===== config.mk =====
export PLATFORM = sky130hd
export DESIGN_NAME = fp_div_postnorm
export DESIGN_NICKNAME = d
export VERILOG_FILES = /design/src/rtl/fp_div_postnorm_pkg.sv /design/src/rtl/fp_round_rne.sv /design/src/rtl/fp_div_postnorm.sv
export SDC_FILE = /design/constraint.sdc
export NUM_CORES = 1
export LEC_CHECK = 0
export CAP_MARGIN = 20
export CORE_UTILIZATION = 35
export DETAILED_ROUTE_END_ITERATION = 6
export HOLD_SLACK_MARGIN = 0.02
export PLACE_DENSITY = 0.57
export SYNTH_ARGS = -nofsm -noshare
export SYNTH_HDL_FRONTEND = slang
export SYNTH_SLANG_ARGS = --single-unit

===== constraint.sdc =====
create_clock -name clk -period 3.4 [get_ports clk]
set_input_delay 0.34 -clock clk [delete_from_list [all_inputs] [get_ports clk]]
set_output_delay 0.34 -clock clk [all_outputs]
set_load 0.03 [all_outputs]

===== src/rtl/fp_div_postnorm_pkg.sv =====
// Shared FP-divider definitions: post-normalizer FSM encoding, exponent limits,
// canonical NaN and the registered operand record.
package fp_div_postnorm_pkg;

  typedef enum logic [2:0] {
    ST_IDLE,
    ST_NORM,
    ST_DENORM,
    ST_ROUND,
    ST_OUT
  } state_t;

  localparam logic signed [9:0] EXP_BIAS  = 10'sd127;
  localparam logic signed [9:0] EXP_MAX   = 10'sd255;
  localparam logic [31:0]       CANON_NAN = 32'h7FC0_0000;

  // Quotient being normalized; exp is the signed biased exponent as raw bits.
  typedef struct packed {
    logic        sign;
    logic [9:0]  exp;
    logic [26:0] mant;
    logic        sticky;
  } op_t;

  function automatic logic [31:0] fp_inf(input logic sign);
    return {sign, 8'hFF, 23'h0};
  endfunction

  function automatic logic [31:0] fp_zero(input logic sign);
    return {sign, 31'h0};
  endfunction

endpackage


===== src/rtl/fp_round_rne.sv =====
// Round-to-nearest-even increment of a 24-bit significand; combinational, 0 cycles.
// No handshake: the caller samples the outputs while its operand is stable.
module fp_round_rne (
  input  logic [23:0] sig_in,
  input  logic        guard,
  input  logic        round_bit,
  input  logic        sticky,
  output logic [23:0] sig_out,
  output logic        carry,
  output logic        inexact
);

  logic        inc;
  logic [24:0] sum;

  assign inc     = guard & (round_bit | sticky | sig_in[0]);
  assign sum     = {1'b0, sig_in} + {24'd0, inc};
  assign carry   = sum[24];
  // A carry out of the hidden bit leaves 1.000..0 at the next exponent.
  assign sig_out = carry ? 24'h80_0000 : sum[23:0];
  assign inexact = guard | round_bit | sticky;

endmodule


===== src/rtl/fp_div_postnorm.sv =====
// Divider post-normalizer: shifts, denormalizes and RNE-rounds a quotient to IEEE single.
// Latency 3 cycles plus 1 per shift; one op in flight, in_ready only when idle, result held until out_ready.
module fp_div_postnorm
  import fp_div_postnorm_pkg::*;
(
  input  logic               clk,
  input  logic               rst_n,
  input  logic               in_valid,
  output logic               in_ready,
  input  logic               in_sign,
  input  logic signed [9:0]  in_exp,
  input  logic [26:0]        in_mant,
  input  logic               in_sticky,
  input  logic               in_nan,
  input  logic               in_inf,
  input  logic               in_zero,
  output logic               out_valid,
  input  logic               out_ready,
  output logic [31:0]        result,
  output logic               overflow,
  output logic               underflow,
  output logic               inexact
);

  state_t      state_q, state_d;
  op_t         op_q, op_d;
  logic [31:0] result_q, result_d;
  logic        ovf_q, ovf_d;
  logic        unf_q, unf_d;
  logic        inx_q, inx_d;

  logic signed [9:0] e_cur;
  logic signed [9:0] rnd_exp;
  logic [23:0]       rnd_sig;
  logic              rnd_carry;
  logic              rnd_inexact;
  logic [7:0]        exp_field;

  assign e_cur = $signed(op_q.exp);

  fp_round_rne u_round (
    .sig_in    (op_q.mant[25:2]),
    .guard     (op_q.mant[1]),
    .round_bit (op_q.mant[0]),
    .sticky    (op_q.sticky),
    .sig_out   (rnd_sig),
    .carry     (rnd_carry),
    .inexact   (rnd_inexact)
  );

  assign rnd_exp   = rnd_carry ? (e_cur + 10'sd1) : e_cur;
  // Subnormals sit at e == 1, so rounding up into the hidden bit yields field 1.
  assign exp_field = rnd_sig[23] ? rnd_exp[7:0] : 8'd0;

  always_ff @(posedge clk) begin
    if (!rst_n) begin
      state_q  <= ST_IDLE;
      op_q     <= '0;
      result_q <= '0;
      ovf_q    <= 1'b0;
      unf_q    <= 1'b0;
      inx_q    <= 1'b0;
    end else begin
      state_q  <= state_d;
      op_q     <= op_d;
      result_q <= result_d;
      ovf_q    <= ovf_d;
      unf_q    <= unf_d;
      inx_q    <= inx_d;
    end
  end

  always_comb begin
    state_d  = state_q;
    op_d     = op_q;
    result_d = result_q;
    ovf_d    = ovf_q;
    unf_d    = unf_q;
    inx_d    = inx_q;

    case (state_q)
      ST_IDLE: begin
        if (in_valid) begin
          op_d.sign   = in_sign;
          op_d.exp    = in_exp;
          op_d.mant   = in_mant;
          op_d.sticky = in_sticky;
          ovf_d       = 1'b0;
          unf_d       = 1'b0;
          inx_d       = 1'b0;
          if (in_nan) begin
            result_d = CANON_NAN;
            state_d  = ST_OUT;
          end else if (in_inf) begin
            result_d = fp_inf(in_sign);
            state_d  = ST_OUT;
          end else if (in_zero) begin
            result_d = fp_zero(in_sign);
            state_d  = ST_OUT;
          end else begin
            state_d  = ST_NORM;
          end
        end
      end

      ST_NORM: begin
        if (op_q.mant == 27'd0) begin
          state_d = ST_ROUND;
        end else if (op_q.mant[26]) begin
          op_d.mant   = op_q.mant >> 1;
          op_d.sticky = op_q.sticky | op_q.mant[0];
          op_d.exp    = op_q.exp + 10'd1;
        end else if (!op_q.mant[25] && (e_cur > 10'sd1)) begin
          op_d.mant   = op_q.mant << 1;
          op_d.exp    = op_q.exp - 10'd1;
        end else if (e_cur < 10'sd1) begin
          state_d = ST_DENORM;
        end else begin
          state_d = ST_ROUND;
        end
      end

      ST_DENORM: begin
        // Anything shifted further than the guard/round window only feeds sticky.
        if (e_cur < -10'sd25) begin
          op_d.sticky = op_q.sticky | (|op_q.mant);
          op_d.mant   = 27'd0;
          op_d.exp    = 10'd1;
          state_d     = ST_ROUND;
        end else if (e_cur < 10'sd1) begin
          op_d.mant   = op_q.mant >> 1;
          op_d.sticky = op_q.sticky | op_q.mant[0];
          op_d.exp    = op_q.exp + 10'd1;
          if (e_cur == 10'sd0) begin
            state_d = ST_ROUND;
          end
        end else begin
          state_d = ST_ROUND;
        end
      end

      ST_ROUND: begin
        state_d = ST_OUT;
        if (rnd_sig[23] && (rnd_exp >= EXP_MAX)) begin
          result_d = fp_inf(op_q.sign);
          ovf_d    = 1'b1;
          unf_d    = 1'b0;
          inx_d    = 1'b1;
        end else begin
          result_d = {op_q.sign, exp_field, rnd_sig[22:0]};
          ovf_d    = 1'b0;
          unf_d    = (exp_field == 8'd0) && rnd_inexact;
          inx_d    = rnd_inexact;
        end
      end

      ST_OUT: begin
        if (out_ready) begin
          state_d = ST_IDLE;
        end
      end

      default: begin
        state_d = ST_IDLE;
      end
    endcase
  end

  assign in_ready  = (state_q == ST_IDLE);
  assign out_valid = (state_q == ST_OUT);
  assign result    = result_q;
  assign overflow  = ovf_q;
  assign underflow = unf_q;
  assign inexact   = inx_q;

endmodule


==> summary.md <==
| Metric | Value |
|---|---|
| Status | `finished, final reports clean` |
| Largest family of logic cells by synthesized area | `compound AO/OA/AOI/OAI gates` |
| Clock buffer depth | `2` |
| HP Class | `register to register` |
| Worst setup path start | `op_q[2]` |
| Crit path kind | `register to register` |
| Startpoint types | `register` |
| Via count | `5064` |
| Initial antenna violation count | `0` |
| Initial Utilization | `0.358` |
| Ys Warns | `0` |
| Grt total ovfl | `0` |
| Avg WL per Cell | `17.6 microns` |
| Buffers added on ports | `82` |
| Worst EP required | `3.62 ns` |
| Drt first pass iters | `5` |
| Vias in the first global route | `4822` |
| Mapped Avg Cell Area | `7.64 sq um` |
| Layout cell share with drive strength beyond 1 | `0.115` |
| CTS HTree Levels | `3` |
| Register clock-pin slew on the reported worst setup and hold paths | `0.06 ns` |
| Total Wirelength | `15500 microns` |
| Final period utilization | `0.898` |
| CP Max Fanout | `23` |
| Clock network fraction of design power | `0.310` |
| Xor and xnor fraction of the mapped netlist area | `0.0583` |
| Fmax | `327 MHz` |
| Top FF cell, synth | `dfxtp_1` |
| Largest net degree at the start of global routing | `55` |
| Layout area overhead | `25.0%` |
| Cell area after layout | `6190 sq um` |
| Flop pwr share | `0.385` |
| Placed inst area | `5900 sq um` |
| Worst hold start | `result[16]` |
| Post-synthesis compound-gate area fraction | `0.271` |
| Sequential fraction of the synthesis area | `0.311` |
| Pwr dens | `497 nW/um^2` |
| Clock Sinks | `77` |
| Simple-gate share of the synthesized area | `0.269` |
| Psw | `1.13 mW` |
| Global-route wire length before repair | `25100 microns` |
| Finish-stage setup viols | `0` |
| Worst R2R Start | `op_q[2]` |
| Final Critical Period | `3.05 ns` |
| LEAKAGE | `2.13 nW` |
| CTS tree | `done` |
| # IOs | `83` |
| Gpl congestion | `0.862` |
| Comb pwr share | `0.305` |
| Total die area | `14600 sq um` |
| Synth Register Bits | `77` |
| Synth cell types | `74` |
| Iteration-0 DRC Markers | `418` |
| Mux share of post-synthesis cell area | `0.00454` |
| Post-Layout Cell Count | `882` |
| Nets@finish | `748` |
| Filler cells | `1359` |
| RSZ-0062 raised after global routing | `false` |
| Pre-CTS setup slack | `0.315 ns` |
| Post-synth ARST share | `0` |
| Post-route ant nets | `0` |
| Ant diodes | `0` |
| Syn Nets | `700` |
| Clk_lat worst skew | `0.35 ns` |
| Rel. slew slack | `0.545` |
| Core Box Area | `13800 sq um` |
| Maximum capacitance violations | `0` |
| Critical path arrival | `3.28 ns` |
| Setup WS post-layout | `0.346 ns` |
| Root Driver | `clkbuf_16` |
| Clock skew | `0.00591 ns` |
| Core Rows | `43` |
| Setup TNS | `0 ns` |
| Number of flops mapped to enable cells by yosys | `0` |
| Int Pwr | `1.95 mW` |
| Placed Cells | `866` |
| Slew Limit Fails | `0` |
| Mapped Cells | `649` |
| Hpwl dp | `11200 microns` |
| Actual slew at the worst max-slew pin | `0.682 ns` |
| Adder-cell area share of the yosys netlist | `0.0126` |
| Sw Share | `0.368` |
| Worst VDD drop | `0.000236 V` |
| Die height | `121 microns` |
| CTS Buf Count | `9` |
| Fin. Hold Viols | `0` |
| Global Route Usage Sum | `0.218` |
| Die W | `121 microns` |
| Endpoint type of the worst setup path | `register` |
| Residual DRC count | `0` |
| Post-synthesis instance area | `4960 sq um` |
| Vias/cell | `5.74` |
==> state kept, by name (all words and copies together), names as in the netlist <==
name       cells
e_cur         10
inexact        1
state_q        3
op_q          29
result        32
overflow       1
underflow      1
==> timing repair <==
action	CTS	global route
gates resized for setup	0	1
setup buffers	0	0
setup endpoints to repair	0	2
hold buffers	0	0
==> final timing paths <==
path | endpoint | cells after the start | slack (ns)
max reg2reg | result[3] | 10 | 0.35
max | result[3] | 10 | 0.35
min reg2reg | result[16] | 2 | 0.45
min | result[16] | 2 | 0.45
==> cell families after synthesis <==
family          Yosys count
simple gates            273
compound gates          179
buf+inv                  81
flops                    77
xor+xnor                 33
fa+ha+maj                 5
mux                       1
==> metal layers <==
layer	routed length [microns]	global-route usage
met3	776	0.0465
met2	7820	0.385
met1	6720	0.267
met4	197	0.0579
met5	0	0
==> metrics by stage <==
step | power, mW | util | hold slack (ns)
finish | 3.08 | 0.448 | 0.451
global route | 3.25 | 0.448 | 0.473
CTS | 3.10 | 0.448 | 0.454
detailed placement | 2.13 | 0.426 | 0.439
global placement | 2.12 | 0.426 | 0.436
floorplan | 1.81 | - | 0.437
==> layout by cell type, fill, tap and decap left out, types with 6 or more instances in the layout <==
cell             Yosys  final
a21oi_1             20     20
nand2_1             92     92
and3_1               6      6
xor2_1              16     16
dfxtp_1             77     77
nor4_1              11     11
xnor2_1             17     17
a211oi_1             9      9
buf_4                4     20
nor2_1              65     63
o21ai_2             19     19
clkbuf_16            0      9
nand3_1             28     28
nor3_1              28     28
o21ai_0             27     27
a31oi_1              6      6
inv_1               12     12
a22oi_1             35     35
nand4_1              9      9
clkdlybuf4s50_1      0     82
a311oi_1            22     22
==> cell type report <==
type,instances,area (sq um),share of cell area
multi-input cells,491,3060,0.494
flip-flops and latches,77,1540,0.249
repair buffers,105,1020,0.165
clock buffers,11,253,0.0408
well taps,180,225,0.0364
inverters,13,48.8,0.00788
clock inverters,5,42.5,0.00687
==> Yosys cell counts, types with 2 or more instances <==
cell type  instances  area share
a211o_1            2      0.0035
a211oi_1           9       0.014
a211oi_2           2      0.0050
a21o_1             2      0.0030
a21oi_1           20       0.020
a221o_1            2      0.0040
a221oi_1           4      0.0071
a222oi_1           4      0.0081
a22oi_1           35       0.053
a311oi_1          22       0.039
a31o_2             3      0.0053
a31oi_1            6      0.0076
and2_1             4      0.0050
and3_1             6      0.0076
and4_1             5      0.0088
buf_1              3      0.0023
buf_2             23       0.023
buf_4              4      0.0061
buf_6              2      0.0045
clkbuf_1          34       0.026
clkbuf_2           2      0.0020
dfxtp_1           77        0.31
ha_1               5       0.013
inv_1             12      0.0091
nand2_1           92       0.070
nand3_1           28       0.028
nand4_1            9       0.011
nor2_1            65       0.049
nor3_1            28       0.028
nor3b_1            3      0.0045
nor4_1            11       0.014
o2111ai_1          2      0.0035
o21ai_0           27       0.027
o21ai_2           19       0.034
o31a_1             2      0.0035
or2_2              4      0.0050
or3_1              3      0.0038
xnor2_1           17       0.030
xor2_1            16       0.028
==> power groups by stage <==
| stage | logic (mW) | registers, mW | clock network, mW |
|---|---|---|---|
| 6_report | 0.941 | 1.19 | 0.954 |
| 2_1_floorplan | 0.721 | 1.09 | 0 |
| 3_3_place_gp | 0.926 | 1.20 | 0 |
| 5_1_grt | 1.03 | 1.21 | 1.01 |
| 4_1_cts | 0.939 | 1.18 | 0.977 |
| 3_5_place_dp | 0.933 | 1.20 | 0 |
==> critical path: stages (launching register included) <==
cell	delay [ns]
dfxtp_1	0.46
and2_1	0.17
ha_1	0.26
and4_1	0.35
nand4b_4	0.23
nor4_1	0.35
nor3_1	0.12
a211oi_2	0.36
a211o_1	0.21
buf_6	0.25
o21ai_0	0.14
Note: power is estimated with default switching activity, not from simulation.
